==> src/rtl/thetacore_pkg.sv <==
// thetacore_pkg: types and constants shared by the ThetaCore issue logic.
//   issue_state_t : issue controller FSM encoding (IDLE, HOLD, TRAP)
//   REG_X0        : index of the hard-wired zero register
//   CU_OP_W       : width of the CU instruction code
//   issue_buf_t   : one-entry decode buffer contents
package thetacore_pkg;

  typedef enum logic [1:0] {
    IDLE = 2'd0,
    HOLD = 2'd1,
    TRAP = 2'd2
  } issue_state_t;

  localparam logic [4:0] REG_X0  = 5'd0;
  localparam int         CU_OP_W = 6;

  typedef struct packed {
    logic [CU_OP_W-1:0] cu_op;
    logic [4:0]         rd;
    logic [4:0]         rs1;
    logic [4:0]         rs2;
    logic               uses_rs1;
    logic               uses_rs2;
    logic               writes_rd;
  } issue_buf_t;

endpackage

==> src/rtl/reg_scoreboard.sv <==
// reg_scoreboard: 32 pending-write bits plus an in-flight writer counter.
//   clk_i, rst_i        : clock, asynchronous active-high reset
//   set_valid_i/set_rd_i: issue of a writer; marks set_rd_i pending
//   clr_valid_i/clr_rd_i: writeback; clears clr_rd_i if it was pending
//   rs1_i/rs2_i/rd_i    : lookup indices, *_busy_o = register pending
//   count_o             : number of pending registers
//   full_o              : count_o has reached MAX_INFLIGHT
//   pending_o           : raw pending bits, for observation
// x0 is never marked pending and always reads as not busy. Lookups see
// registered state only, so a writeback is visible the cycle after its edge.
module reg_scoreboard
  import thetacore_pkg::*;
#(
  parameter int MAX_INFLIGHT = 2,
  parameter int CNT_W        = $clog2(MAX_INFLIGHT + 1)
) (
  input  logic             clk_i,
  input  logic             rst_i,
  input  logic             set_valid_i,
  input  logic [4:0]       set_rd_i,
  input  logic             clr_valid_i,
  input  logic [4:0]       clr_rd_i,
  input  logic [4:0]       rs1_i,
  input  logic [4:0]       rs2_i,
  input  logic [4:0]       rd_i,
  output logic             rs1_busy_o,
  output logic             rs2_busy_o,
  output logic             rd_busy_o,
  output logic [CNT_W-1:0] count_o,
  output logic             full_o,
  output logic [31:0]      pending_o
);

  logic [31:0]      pend_q, pend_d;
  logic [CNT_W-1:0] cnt_q, cnt_d;
  logic             set_hit, clr_hit;

  assign set_hit = set_valid_i && (set_rd_i != REG_X0);
  // Stray writebacks (x0 or a register not pending) must not touch the count.
  assign clr_hit = clr_valid_i && (clr_rd_i != REG_X0) && pend_q[clr_rd_i];

  always_comb begin
    pend_d = pend_q;
    cnt_d  = cnt_q;
    if (clr_hit) pend_d[clr_rd_i] = 1'b0;
    if (set_hit) pend_d[set_rd_i] = 1'b1;
    if (set_hit && !clr_hit)      cnt_d = cnt_q + CNT_W'(1);
    else if (clr_hit && !set_hit) cnt_d = cnt_q - CNT_W'(1);
  end

  always_ff @(posedge clk_i or posedge rst_i) begin
    if (rst_i) begin
      pend_q <= '0;
      cnt_q  <= '0;
    end else begin
      pend_q <= pend_d;
      cnt_q  <= cnt_d;
    end
  end

  assign rs1_busy_o = (rs1_i != REG_X0) && pend_q[rs1_i];
  assign rs2_busy_o = (rs2_i != REG_X0) && pend_q[rs2_i];
  assign rd_busy_o  = (rd_i  != REG_X0) && pend_q[rd_i];
  assign count_o    = cnt_q;
  assign full_o     = (cnt_q == CNT_W'(MAX_INFLIGHT));
  assign pending_o  = pend_q;

endmodule

==> src/rtl/issue_ctrl.sv <==
// issue_ctrl: decode-to-execute issue controller with a one-entry buffer.
//   soc_clk, reset            : clock, asynchronous active-high reset
//   fetch_valid/fetch_ready   : decode handshake, dec_* captured on accept
//   dec_*                     : decoded instruction fields and flags
//   issue_valid/exec_ready    : execute handshake, issue_* show the buffer
//   wb_valid, wb_rd           : writeback completion
//   flush                     : discard the buffered instruction
//   stall                     : buffer occupied and blocked by a hazard
//   illegal_trap              : one-cycle pulse after an illegal decode
//   inflight_count            : issued writers not yet written back
//   dbg_state, dbg_pending    : FSM state and scoreboard bits for observation
// Handshakes: a transfer happens on a rising edge where valid and ready are
// both high; valid never depends on ready, and an offered instruction stays
// offered until it transfers or is flushed.
module issue_ctrl
  import thetacore_pkg::*;
#(
  parameter int MAX_INFLIGHT = 2
) (
  input  logic                              soc_clk,
  input  logic                              reset,
  input  logic                              fetch_valid,
  output logic                              fetch_ready,
  input  logic [4:0]                        dec_rd,
  input  logic [4:0]                        dec_rs1,
  input  logic [4:0]                        dec_rs2,
  input  logic                              dec_uses_rs1,
  input  logic                              dec_uses_rs2,
  input  logic                              dec_writes_rd,
  input  logic                              dec_invalid,
  input  logic [CU_OP_W-1:0]                dec_cu_op,
  output logic                              issue_valid,
  input  logic                              exec_ready,
  output logic [CU_OP_W-1:0]                issue_cu_op,
  output logic [4:0]                        issue_rd,
  output logic [4:0]                        issue_rs1,
  output logic [4:0]                        issue_rs2,
  input  logic                              wb_valid,
  input  logic [4:0]                        wb_rd,
  input  logic                              flush,
  output logic                              stall,
  output logic                              illegal_trap,
  output logic [$clog2(MAX_INFLIGHT+1)-1:0] inflight_count,
  output issue_state_t                      dbg_state,
  output logic [31:0]                       dbg_pending
);

  localparam int CNT_W = $clog2(MAX_INFLIGHT + 1);

  issue_state_t state_q, state_d;
  issue_buf_t   buf_q, buf_d;
  logic         rs1_busy, rs2_busy, rd_busy, sb_full;
  logic         hazard, do_issue;

  reg_scoreboard #(
    .MAX_INFLIGHT(MAX_INFLIGHT),
    .CNT_W       (CNT_W)
  ) u_sb (
    .clk_i      (soc_clk),
    .rst_i      (reset),
    .set_valid_i(do_issue && buf_q.writes_rd),
    .set_rd_i   (buf_q.rd),
    .clr_valid_i(wb_valid),
    .clr_rd_i   (wb_rd),
    .rs1_i      (buf_q.rs1),
    .rs2_i      (buf_q.rs2),
    .rd_i       (buf_q.rd),
    .rs1_busy_o (rs1_busy),
    .rs2_busy_o (rs2_busy),
    .rd_busy_o  (rd_busy),
    .count_o    (inflight_count),
    .full_o     (sb_full),
    .pending_o  (dbg_pending)
  );

  // RAW on either source, WAW on rd, or no free in-flight slot for a writer.
  // Writes to x0 are untracked, so they never need a slot.
  assign hazard = (buf_q.uses_rs1 && rs1_busy) ||
                  (buf_q.uses_rs2 && rs2_busy) ||
                  (buf_q.writes_rd && rd_busy) ||
                  (sb_full && buf_q.writes_rd && (buf_q.rd != REG_X0));

  always_comb begin
    state_d     = state_q;
    buf_d       = buf_q;
    fetch_ready = 1'b0;
    issue_valid = 1'b0;
    stall       = 1'b0;
    do_issue    = 1'b0;
    unique case (state_q)
      IDLE: begin
        // Held low during reset so nothing is offered a handshake then.
        fetch_ready = !reset;
        if (fetch_valid && !flush) begin
          buf_d.cu_op     = dec_cu_op;
          buf_d.rd        = dec_rd;
          buf_d.rs1       = dec_rs1;
          buf_d.rs2       = dec_rs2;
          buf_d.uses_rs1  = dec_uses_rs1;
          buf_d.uses_rs2  = dec_uses_rs2;
          buf_d.writes_rd = dec_writes_rd;
          state_d         = dec_invalid ? TRAP : HOLD;
        end
      end
      HOLD: begin
        stall       = hazard;
        issue_valid = !hazard && !flush;
        if (flush) begin
          state_d = IDLE;
        end else if (issue_valid && exec_ready) begin
          do_issue = 1'b1;
          state_d  = IDLE;
        end
      end
      TRAP: state_d = IDLE;
      default: state_d = IDLE;
    endcase
  end

  always_ff @(posedge soc_clk or posedge reset) begin
    if (reset) begin
      state_q <= IDLE;
      buf_q   <= '0;
    end else begin
      state_q <= state_d;
      buf_q   <= buf_d;
    end
  end

  // TRAP lasts exactly one cycle, so the pulse is a decode of the state flop.
  assign illegal_trap = (state_q == TRAP);
  assign issue_cu_op  = buf_q.cu_op;
  assign issue_rd     = buf_q.rd;
  assign issue_rs1    = buf_q.rs1;
  assign issue_rs2    = buf_q.rs2;
  assign dbg_state    = state_q;

endmodule
==> config.mk <==
export PLATFORM = sky130hd
export DESIGN_NAME = issue_ctrl
export DESIGN_NICKNAME = d
export VERILOG_FILES = /design/src/rtl/thetacore_pkg.sv /design/src/rtl/reg_scoreboard.sv /design/src/rtl/issue_ctrl.sv
export SDC_FILE = /design/constraint.sdc
export NUM_CORES = 1
export LEC_CHECK = 0
export BUFFER_PORTS_ARGS = -buffer_cell sky130_fd_sc_hd__buf_4
export CORE_MARGIN = 10
export CORE_UTILIZATION = 30
export DETAILED_ROUTE_END_ITERATION = 10
export GPL_TIMING_DRIVEN = 0
export REMOVE_ABC_BUFFERS = 1
export SLEW_MARGIN = 20
export SYNTH_ARGS = -nofsm -noshare
export SYNTH_HDL_FRONTEND = slang
export SYNTH_HIERARCHICAL = 1
export SYNTH_SLANG_ARGS = --single-unit
==> constraint.sdc <==
create_clock -name soc_clk -period 6.6 [get_ports soc_clk]
set_input_delay 0.33 -clock soc_clk [delete_from_list [all_inputs] [get_ports soc_clk]]
set_output_delay 0.33 -clock soc_clk [all_outputs]
set_load 0.03 [all_outputs]
# == Word level (Yosys, flattened, before mapping) ==
# Cells that the tools add are included.
# word_totals
register_bits,60
input_bits,36
out_inout_bits,61
elab_cells,88
# op_classes
n_addsub,2
n_lt_le_gt_ge,6
n_eq_ne,5
n_mux,27
n_bitwise,3
n_reduce_logical,35
# op_table
op,n
two-way mux 32 bit,2
AND 32 bit,1
NOT 32 bit,1
OR 32 bit,1
< comparator 5 x 6 -> 1 bit (second input constant),4
binary-select mux 1 bit (select 5 bit),4
nonzero test 5 bit,4
logical AND 1 bit,19
two-way mux 1 bit,12
two-way mux 2 bit,6
demux 1 bit (select 5 bit),2
>= comparator 5 x 1 -> 1 bit (second input constant),2
zero test 1 bit,5
== test 2 bit (second input constant),2
case mux 2 bit (2 select lines),1
AND reduction 2 bit,2
logical OR 1 bit,3
inequality test 3 bit (second input constant),1
adder 2 x 1 -> 2 bit (second input constant),1
== test 2 x 1 -> 1 bit (second input constant),1
zero test 2 bit,1
inequality test 2 bit (second input constant),1
nonzero test 2 bit,1
subtractor 2 x 1 -> 2 bit (second input constant),1

# == Depth between registers and ports, before layout ==
# Gate-level depths: netlist of run 1.
# logic_depth
ltp_word,19
depth_mapped,14
mapped_depth_nobuf,13

# == Cells and area by module ==
# The synthesis of run 1 kept the hierarchy.
# modules_own_cells
module,instances,cells_per_inst,area_per_inst_um2,seq_area_each_um2
reg_scoreboard,1,293,2837.7,850.8
issue_ctrl,1,94,1239.9,650.6

# == Worst setup path after synthesis of run 1 ==
# OpenSTA, ideal clock, no wires.
# synth_timing
path_kind,register to register
start,register buf_q (netlist bit issue_rs1[0])
end,"register u_sb.pend_q[19], in the netlist u_sb/pending_o[19]"
setup_ns,0.078
t_arrival_ns,3.617
required_time_ns,6.522
path_slack_ns,2.906
stages_incl_launch_ff,12
path_buffers,1
period_less_slack_ns,3.694
cell_sequence,dfrtp_1 -> buf_4 -> mux4_2 -> mux4_2 -> mux2_2 -> a222oi_1 -> nand3_1 -> a211oi_1 -> nand2_1 -> nor3_1 -> a311oi_1 -> a21oi_1
# synth_between
elab_chain_cells,16
word_cells_on_any_way,17
cone_classes,mux: 6; reduce/logical: 11
# synth_lines
element,line,text
from (decl),issue_ctrl.sv:51,"issue_buf_t buf_q, buf_d;"
from (signal assigned),issue_ctrl.sv:126,buf_q <= buf_d;
binary-select mux 1 bit (select 5 bit),reg_scoreboard.sv:61,assign rs1_busy_o = (rs1_i != REG_X0) && pend_q[rs1_i];
two-way mux 1 bit (implied by the code),reg_scoreboard.sv:61,
logical AND 1 bit *,reg_scoreboard.sv:61,
net rs1_busy,issue_ctrl.sv:52,"logic rs1_busy, rs2_busy, rd_busy, sb_full;"
logical AND 1 bit *,issue_ctrl.sv:78,assign hazard = (buf_q.uses_rs1 && rs1_busy) ||
logical OR 1 bit *,issue_ctrl.sv:78,
logical OR 1 bit *,issue_ctrl.sv:79,(buf_q.uses_rs2 && rs2_busy) ||
logical OR 1 bit *,issue_ctrl.sv:80,(buf_q.writes_rd && rd_busy) ||
[2 not listed],-,
logical AND 1 bit *,issue_ctrl.sv:110,end else if (issue_valid && exec_ready) begin
two-way mux 1 bit *,issue_ctrl.sv:110,
two-way mux 1 bit *,issue_ctrl.sv:108,if (flush) begin
two-way mux 1 bit *,issue_ctrl.sv:90,unique case (state_q)
logical AND 1 bit *,issue_ctrl.sv:61,".set_valid_i(do_issue && buf_q.writes_rd),"
logical AND 1 bit *,reg_scoreboard.sv:38,assign set_hit = set_valid_i && (set_rd_i != REG_X0);
two-way mux 32 bit *,reg_scoreboard.sv:46,if (set_hit) pend_d[set_rd_i] = 1'b1;
net u_sb.pend_d[19],reg_scoreboard.sv:34,"logic [31:0] pend_q, pend_d;"
to (signal assigned),reg_scoreboard.sv:56,pend_q <= pend_d;
to (decl),reg_scoreboard.sv:34,
# Mark *: on every way through the listed nets, which the timed path passes. The rest lies on a longest branch. The select of a mux whose other input is x is not followed.
# A chain may end at the register's enable or synchronous reset.

# == Worst setup path in the final report of run 1 ==
# layout_timing
start,register buf_q (netlist bit issue_rd[0])
end,"register u_sb.pend_q[19], in the netlist u_sb/pending_o[19]"
# layout_between
elab_chain_cells,15
word_cells_on_any_way,23
cone_classes,order compare: 2; mux: 8; bitwise: 1; reduce/logical: 12
# layout_lines
element,line,text
binary-select mux 1 bit (select 5 bit),reg_scoreboard.sv:63,assign rd_busy_o = (rd_i != REG_X0) && pend_q[rd_i];
two-way mux 1 bit (implied by the code),reg_scoreboard.sv:63,
logical AND 1 bit *,reg_scoreboard.sv:63,
net rd_busy,issue_ctrl.sv:52,
logical AND 1 bit *,issue_ctrl.sv:80,
logical OR 1 bit *,issue_ctrl.sv:79,
logical OR 1 bit *,issue_ctrl.sv:80,
zero test 1 bit *,issue_ctrl.sv:107,issue_valid = !hazard && !flush;
logical AND 1 bit *,issue_ctrl.sv:107,
logical AND 1 bit *,issue_ctrl.sv:110,
two-way mux 1 bit *,issue_ctrl.sv:110,
two-way mux 1 bit *,issue_ctrl.sv:108,
two-way mux 1 bit *,issue_ctrl.sv:90,
logical AND 1 bit *,issue_ctrl.sv:61,
logical AND 1 bit *,reg_scoreboard.sv:38,
two-way mux 32 bit *,reg_scoreboard.sv:46,
net u_sb.pend_d[19],reg_scoreboard.sv:34,
# Marked as above.

==> results of run 1 <==
==> metrics by stage <==
stage | utilization | total power [mW] | cells
6_report | 0.386 | 1.47 | 632
5_1_grt | 0.386 | 1.53 | 632
4_1_cts | 0.384 | 1.48 | 631
3_5_place_dp | 0.359 | 0.931 | 615
3_3_place_gp | 0.355 | 0.916 | 611
2_1_floorplan | - | 0.749 | 339
==> kinds of logic (layout without fill, tap and decap cells) <==
kind of cell | count (synthesis) | count (layout) | share of synthesized area
AND/OR/NAND/NOR | 98 | 98 | 0.123
adder cells (fa/ha/maj) | 1 | 1 | 0.00307
flip-flops | 60 | 60 | 0.368
buffers and inverters | 51 | 120 | 0.0749
multiplexers | 74 | 74 | 0.274
AO/OA/AOI/OAI | 100 | 100 | 0.150
XOR/XNOR | 3 | 3 | 0.00644
==> metal layers <==
metal | vias to the layer above | global-route usage | wire length (um)
li1 | 1589 | - | -
met1 | 1749 | 0.169 | 5470
met4 | 0 | 0.0485 | 229
met2 | 200 | 0.218 | 6100
met3 | 28 | 0.0528 | 1490
met5 | - | 0 | 0
==> registers in the layout, indices dropped and copies added, names as in the netlist <==
name,count
issue_rs2,5
u_sb/pending_o,32
u_sb/count_o,2
buf_q,3
issue_rd,5
issue_cu_op,6
issue_rs1,5
dbg_state,2
==> worst max path at each step <==
| stage | cells past startpoint | slack, ns | from | to |
|---|---|---|---|---|
| after CTS | 10 | 1.62 | issue_rd[0] | u_sb/pending_o[19] |
| final | 11 | 1.65 | issue_rd[0] | u_sb/pending_o[19] |
| after floorplan | 10 | 2.44 | issue_rd[0] | u_sb/pending_o[19] |
| after global placement | 10 | 1.73 | issue_rd[0] | u_sb/pending_o[19] |
| after global routing | 11 | 1.48 | issue_rd[0] | u_sb/pending_o[19] |
| after detailed placement | 10 | 1.68 | issue_rd[0] | u_sb/pending_o[17] |
==> power groups by stage <==
stage / registers [mW] / logic [mW] / clock network (mW)
4_1_cts: 0.529 / 0.397 / 0.550
5_1_grt: 0.538 / 0.428 / 0.562
3_3_place_gp: 0.530 / 0.385 / 0
6_report: 0.526 / 0.403 / 0.541
3_5_place_dp: 0.536 / 0.395 / 0
2_1_floorplan: 0.589 / 0.160 / 0
==> cell usage in the layout, fill, tap and decap left out, types with 2 or more instances in the layout <==
cell type   synthesis  routed
buf_4              24      97
dfrtp_1            60      60
a21oi_1            53      53
mux2_2             29      29
mux4_2             27      27
nand2_1            24      24
nor2_1             23      22
a211oi_1           22      22
mux2i_1            17      17
nor3_1             11      11
clkbuf_16           0       9
nand2b_1            9       9
nand3_1             5       5
nor2b_1             7       5
o21ai_0             5       5
nor3b_1             4       4
a311oi_1            4       4
a31oi_1             4       4
bufinv_16           0       3
buf_6               2       3
o32ai_1             3       3
or2_2               3       3
inv_2               0       2
clkinv_2            0       2
clkinvlp_4          0       2
nor4_1              2       2
nand3b_1            2       2
o22ai_1             2       2
nor2b_2             0       2
and3_1              2       2
xor2_1              2       2
==> area by class of cell <==
class	count	area (sq um)	area share
clock buffers	9	225	0.0439
clock inverters	7	115	0.0224
inverters	3	11.3	0.00220
multi-input cells	276	2280	0.444
flip-flops and latches	60	1500	0.293
well taps	176	220	0.0429
repair buffers	101	777	0.152
==> critical path, stage by stage (launching register included) <==
cell	delay (ns)
dfrtp_1	0.78
buf_6	0.24
mux4_2	0.50
mux4_2	0.49
mux2_2	0.28
a222oi_1	0.45
nand3_1	0.18
a211oi_1	0.53
nand2_1	0.29
nor3_1	0.71
a311oi_1	0.21
a21oi_1	0.20
==> results.md, run 1 <==
* Outcome: complete, no violations
* CTS Sinks at 60
* Critical Path RT at 6.85 ns
* Final setup fails at 0
* MaxCap Viol Count at 0
* Fillcell total at approximately 1300
* Worst Slack Setup Final at 1.65 ns
* Clk_lat worst skew at 0.33 ns
* Synth warn at 6
* EDFF count, synth at 0
* Via count at 3566
* Avg Cell Area, Syn at between 10 and 15 sq um
* H-tree depth at 3
* Max-slew violations at 0
* Core ar. at 0.0133 sq mm
* Area leader, netlist: dfrtp_1
* Seq pwr share at 0.358
* RSZ-0062 raised after global routing: false
* Cell Area, Synth at about 0.0041 sq mm
* Combinational Power Share at 0.274
* FF-to-FF Start: issue_rd[0]
* Crit path arrival time at around 5.2 ns
* CTS Buffer Depth at 2
* Top post-synthesis cells by count: dfrtp_1 (60), a21oi_1 (53), mux2_2 (29)
* Post-synth cell types at 44
* Slew HR at 0.364
* Root Driver: clkbuf_16
* Hold Path Class: input port to asynchronous set/reset pin
* Clk_skew at approximately 0.0071 ns
* Fin area at about 0.0051 sq mm
* Seq/Total Area, Yosys at 0.368
* Switching power share of the total at 0.343
* Post-cts resize count at 0
* Hold-fix buffers at CTS at 0
* Internal Power at slightly below 1 mW
* Top cells by area, synth: dfrtp_1 (37%), mux4_2 (15%), mux2_2 (8.0%), a21oi_1 (6.5%), buf_4 (4.4%)
* Port Buffers at 96
* Vias in the first global route at between 3000 and 4000
* Clock Power Share at 0.368
* Startpoint Class: flop
* Crit Path Class: flop to flop
* Post-route ant nets at 0
* Tightest Pin Transition at roughly 0.95 ns
* Io pins at 97
* RePlAce Congestion at ~0.9
* # diodes at 0
* Sw Pwr at a little over 0.5 mW
* DP Area at about 0.0048 sq mm
* Share of layout cells above drive strength 1 at 0.399
* Initial Util at 0.307
* Clock transition at path regs at around 0.050 ns
* Crit-path max FO at 17
* Synthesis-to-layout area growth at 25.8%
* Final Cycle Share at 0.750
* Largest net degree at the start of global routing at 35
* Yosys top cell area share at 0.368
* Core Rows at between 40 and 50
* Synth Instances at between 300 and 400
* Most used DFF post-synth: dfrtp_1
* GR Util All Layers at 0.139
* DRC errors left at 0
* First DRT Iteration DRCs at 375
* Drt pass-1 iters at 5
* Hold slack at about 0.068 ns
* Post-DR vias/cell at approximately 5.6
* Leakage Power at 2.16 nW
* First-pass GRT wire length at around 20 mm
* CTS tree: yes
* Fin. Hold Viols at 0
* Total CTS buffers at 9
* Hpwl dp at around 9.8 mm
* DR WL/cell at approximately 21 um
* R2R setup slack at roughly 1.6 ns
* Crit path time final at 4.95 ns
* Final net count at ~500
* Seq cells post-synth at 60
* Worst r2r dst: u_sb/pending_o[19]
* Share of flip-flops with an asynchronous set or reset at 1.00
* Setup TNS at 0 ns
* Chip height at ~140 um
* Die W at around 140 um
* Cells on worst reg2reg path at 11
* FMAX at 0.202 GHz
* GRT overflow at 0
* Crit. End Element: flop
* Full die area at ~0.019 sq mm
* Initial antenna violation count at 0
* Post-CTS Setup Bufs at 0
* Peak VDD IR at 0.139 mV
* Drt total wl at around 13 mm
* PwrDens at around 290 mW/mm^2
* Pre-CTS setup slack at 1.68 ns
* Cell with the most instances after synthesis: dfrtp_1
Note: power is estimated with default switching activity, not from simulation.
==> inputs of run 2 (changes only) <==
Clock period 6.6 ns to 4.35 ns, I/O delays scaled along.
==> run 2 against run 1 <==
Clock skew is essentially flat. Maximum frequency grew 21%. Via count shrank 0.45%. Critical endpoint is now u_sb/pending_o[28].
==> results.md, run 2 (synthesis results as in run 1) <==
* Sw Pwr at about 0.76 mW
* Io pins at between 90 and 100
* CP max stage cell: dfrtp_4
* Root Driver: clkbuf_16
* Crit path time final at around 4.1 ns
* Outcome: complete, no violations
* Vias in the first global route at roughly 3600
* Switching power share of the total at 0.343
* Sequential cell area at 0.00151 sq mm
* Final net count at roughly 500
* DRC errors left at 0
* Crit Path Class: flop to flop
* Synthesis-to-layout area growth at 26.3%
* Crit. End Element: flop
* Fin. Hold Viols at 0
* Clock Power Share at 0.367
* Slew HR at 0.388
* Die W at around 140 um
* Fillcell total at ~1300
* Seq pwr share at 0.363
* Chip height at 137 um
* Final setup fails at 0
* Initial antenna violation count at 0
* Post-DR vias/cell at around 5.6
* Port Buffers at 96
* Hold Path Class: input port to asynchronous set/reset pin
* FMAX at roughly 0.24 GHz
* First DRT Iteration DRCs at between 300 and 400
* Core Rows at 42
* Full die area at between 0.015 and 0.02 sq mm
* Multi-input logic area at around 0.0023 sq mm
* GRT overflow at 0
* Total CTS buffers at 9
* Max-slew violations at 0
* Drt pass-1 iters at 5
* DR WL/cell at 21.1 um
* Startpoint Class: flop
* CP peak stage delay at 0.64 ns
* Crit-path max FO at 24
* Hpwl dp at between 9 and 10 mm
* Post-route ant nets at 0
* First-pass GRT wire length at approximately 20 mm
* CTS tree: yes
* Core ar. at approximately 0.013 sq mm
* GR Util All Layers at 0.138
* Clk_skew at about 0.0071 ns
* Internal Power at ~1.5 mW
* Final Cycle Share at 0.939
* Clk_lat worst skew at about 0.33 ns
* Drt total wl at between 10 and 15 mm
* RSZ-0062 raised after global routing: false
* Max reg flops at 32
* Tightest Pin Transition at 0.913 ns
* # diodes at 0
* Peak VDD IR at between 0.2 and 0.25 mV
* Combinational Power Share at 0.270
* Commonest non-fill, non-tap cell in the layout: buf_4
* RePlAce Congestion at about 0.88
* Clock transition at path regs at ~0.05 ns
* Crit path arrival time at approximately 4.3 ns
* Power Total at 2.23 mW
* Hold-fix buffers at CTS at 0
* H-tree depth at 3
* CP Cell Sequence: mux4_2 > mux4_2 > mux2_2 > a222oi_1 > nand3_1 > a211oi_2 > nand2_1 > nor2_2 > a211oi_1 > a21oi_1
* PwrDens at 433 mW/mm^2
* Post-CTS Setup Bufs at 0
* Via count at between 3000 and 4000
* Commonest cells after routing, fill and taps aside: buf_4 (97), dfrtp_1 (56), a21oi_1 (53)
* Largest net degree at the start of global routing at 35
* CTS Sinks at 60
* Leakage Power at 2.15 nW
* MaxCap Viol Count at 0
* Initial Util at 0.307
* CTS Buffer Depth at 2
* Critical Path RT at between 4 and 5 ns
* Share of layout cells above drive strength 1 at 0.415
* Hold slack at 0.00500 ns
* Most used cell along the critical path: mux4_2
run 2: what timing repair did:
action / CTS / global route
endpoints found under the setup margin: 30 / 26
gates resized for setup: 8 / 3
pin swaps: 0 / 0
endpoints found under the hold margin: 0 / 0
run 2: power groups by stage:
stage | Sequential (mW) | Combinational (mW) | Clock (mW)
finish | 0.808 | 0.603 | 0.818
CTS | 0.807 | 0.602 | 0.834
global route | 0.829 | 0.638 | 0.853
floorplan | 0.893 | 0.243 | 0
global placement | 0.805 | 0.585 | 0
detailed placement | 0.813 | 0.599 | 0
run 2: worst max-delay path: cells and delay by family (launching register included):
family | cells | cell delay (ns)
flops | 1 | 0.64
mux | 3 | 1.32
compound gates | 4 | 1.17
simple gates | 3 | 0.88
run 2: layout make-up:
class                   instances  area share
clock buffers                   9      0.0437
clock inverters                 7      0.0224
inverters                       3     0.00219
multi-input cells             276       0.447
flip-flops and latches         60       0.293
well taps                     176      0.0428
repair buffers                100       0.149
run 2: worst paths after layout:
path,from,to,slack (ns),cells past startpoint
worst min-delay path,reset,issue_rd[4],0.005,2
max in group asynchronous,reset,u_sb/pending_o[19],3.81,2
worst max-delay path,issue_rd[0],u_sb/pending_o[28],0.27,10
worst min register to register,u_sb/pending_o[0],u_sb/pending_o[0],0.42,0
worst max register to register,issue_rd[0],u_sb/pending_o[28],0.27,10
min in group soc_clk,dec_rs2[1],issue_rs2[1],0.11,2
run 2: through the flow:
| step | area, sq um | setup slack, ns | setup TNS [ns] | utilization | instances |
|---|---|---|---|---|---|
| global placement | 4720 | -0.524 | -6.58 | 0.355 | 611 |
| finish | 5150 | 0.265 | 0 | 0.387 | 631 |
| global route | 5150 | 0.0230 | 0 | 0.387 | 631 |
| detailed placement | 4770 | -0.569 | -8.95 | 0.359 | 615 |
| CTS | 5130 | 0.0104 | 0 | 0.386 | 631 |
| floorplan | 3780 | 0.188 | 0 | - | 339 |
run 2: per-layer routing:
| layer | share of wire | track usage | vias to the layer above |
|---|---|---|---|
| met2 | 0.46 | 0.219 | 196 |
| li1 | - | - | 1584 |
| met1 | 0.41 | 0.169 | 1743 |
| met5 | 0 | 0 | - |
| met3 | 0.11 | 0.0528 | 27 |
| met4 | 0.018 | 0.0473 | 0 |
==> inputs of run 3 (changes only) <==
Settings changed: CORE_MARGIN 10 to not set, CTS_CLUSTER_DIAMETER set to 100.
==> run 3 against run 2 <==
The flow now finishes with violations (negative hold slack). Non-clock buffer count is the same. Sequential power grew 0.5%. Maximum frequency grew 0.23%. Sequential share of layout area grew 0.36 points. Cell count shrank 0.16%. Largest power group is now sequential cells. Routed wire length shrank 4.3%.
==> results.md, run 3 (synthesis results as in run 1) <==
* DR WL/cell at just over 20 um
* First-pass GRT wire length at around 20 mm
* Crit. End Element: flop
* Crit path max-delay family: multiplexers
* Max reg flops at 32
* Clock transition at path regs at ~0.050 ns
* Io pins at 97
* Clock Power Share at 0.321
* Core ar. at about 0.013 sq mm
* CP max stage cell: dfrtp_2
* Critical Path RT at approximately 4.6 ns
* CP Depth at 10
* Final Cycle Share at 0.937
* Share of layout cells above drive strength 1 at 0.416
* Post-route ant nets at 0
* H-tree depth at 3
* MaxCap Viol Count at 0
* Max-slew violations at 0
* CTS Buffer Depth at 2
* Root Driver: clkbuf_16
* Final net count at ~490
* Clk_lat worst skew at approximately 0.33 ns
* Sequential cell area at 0.00151 sq mm
* Outcome: finished, violations left
* Most used cell along the critical path: mux4_2
* RSZ-0062 raised after global routing: false
* Sw Pwr at roughly 0.77 mW
* Vias in the first global route at around 3600
* Multi-input logic area at around 0.0023 sq mm
* Peak VDD IR at about 0.24 mV
* Slew HR at 0.457
* DRC errors left at 0
* Leakage Power at 2.13 nW
* Initial antenna violation count at 0
* Die W at 119 um
* Post-DR vias/cell at 5.70
* Fillcell total at 1341
* Drt pass-1 iters at 5
* Internal Power at 1.32 mW
* Post-CTS Setup Bufs at 0
* Final Util at 0.384
* Hold slack at -0.0341 ns
* PwrDens at between 400 and 500 mW/mm^2
* FMAX at around 0.25 GHz
* Initial Util at 0.308
* CTS tree: yes
* CTS Sinks at 60
* RePlAce Congestion at slightly above 0.9
* Tightest Pin Transition at a little over 0.8 ns
* GRT overflow at 0
* Via count at between 3000 and 4000
* Full die area at 0.0141 sq mm
* Total CTS buffers at 9
* Startpoint Class: flop
* Crit-path max FO at 11
* Final setup fails at 0
* First DRT Iteration DRCs at 382
* # diodes at 0
* CP Cell Sequence: mux4_2 > mux4_2 > mux2_2 > a222oi_1 > nand3_1 > a211oi_2 > nand2b_1 > nor2_1 > a211oi_1 > a21oi_1
* Fin. Hold Viols at 26
* Commonest cells after routing, fill and taps aside: buf_4 (96), dfrtp_1 (56), a21oi_1 (53)
* Cells on worst reg2reg path at 10
* Clk_skew at between 0.003 and 0.004 ns
* CP peak stage delay at roughly 0.60 ns
* Combinational Power Share at 0.290
* Crit Path Class: flop to flop
* Hpwl dp at 8.83 mm
* Seq pwr share at 0.390
* Crit path time final at between 4 and 5 ns
* GR Util All Layers at 0.186
* Drt total wl at 12.7 mm
* DP Area at 0.00477 sq mm
* Crit path arrival time at around 4.3 ns
* Synthesis-to-layout area growth at 24.7%
* Hold Path Class: input port to asynchronous set/reset pin
* Port Buffers at 96
* Failing checks: negative hold slack
* Commonest non-fill, non-tap cell in the layout: buf_4
* R2R setup slack at 0.27 ns
* Hold-fix buffers at CTS at 0
* Worst Path Buf+Inv at 0
* Core Rows at 42
* Largest net degree at the start of global routing at 35
* Chip height at 119 um
* Switching power share of the total at 0.368
* Fin area at between 0.005 and 0.006 sq mm
==> run 3: path summary, 6_finish.rpt <==
path	startpoint	end
min in group soc_clk	dec_rs2[1]	issue_rs2[1]
worst min-delay path	reset	buf_q[0]
worst max-delay path	issue_rs1[0]	u_sb/pending_o[4]
worst min register to register	u_sb/pending_o[0]	u_sb/pending_o[0]
worst max register to register	issue_rs1[0]	u_sb/pending_o[4]
max in group asynchronous	reset	u_sb/pending_o[25]
==> run 3: timing repair <==
| action | CTS | global route |
|---|---|---|
| resized for setup | 6 | 5 |
| pin swaps | 0 | 0 |
| setup endpoints to repair | 30 | 25 |
==> run 3: power by group through the flow <==
stage / registers, mW / logic (mW) / clock network, mW
after detailed placement: 0.820 / 0.599 / 0
after CTS: 0.814 / 0.599 / 0.684
after global placement: 0.815 / 0.585 / 0
final: 0.812 / 0.604 / 0.669
after floorplan: 0.893 / 0.243 / 0
after global routing: 0.834 / 0.633 / 0.708
==> run 3: area by class of cell <==
cell class,instances,share of cell area
clock buffers,11,0.0497
clock inverters,4,0.00492
inverters,3,0.00221
multi-input cells,276,0.453
flip-flops and latches,60,0.297
well taps,176,0.0433
repair buffers,100,0.151
==> run 3: worst register-to-register path: stages (launching register included) <==
cell and delay, ns:
dfrtp_2 0.60, mux4_2 0.59, mux4_2 0.50, mux2_2 0.29, a222oi_1 0.48, nand3_1 0.19
a211oi_2 0.36, nand2b_1 0.26, nor2_1 0.36, a211oi_1 0.14, a21oi_1 0.22
==> run 3: routing by layer <==
layer	track usage	up-vias	part of all wire	wire, um
li1	-	1576	-	-
met1	0.240	1796	0.41	5220
met2	0.306	188	0.49	6250
met3	0.0430	34	0.072	921
met4	0.0649	0	0.026	336
met5	0	-	0	0
==> run 3: stage by stage <==
step	total power, mW	cells	hold WS [ns]	setup TNS, ns	worst slack [ns]
3_3_place_gp	1.40	611	0.435	-7.24	-0.432
3_5_place_dp	1.42	615	0.413	-8.14	-0.459
6_report	2.09	630	-0.0341	0	0.275
2_1_floorplan	1.14	339	0.258	0	0.188
4_1_cts	2.10	630	0.0604	0	0.0540
5_1_grt	2.18	630	0.0282	0	0.0476
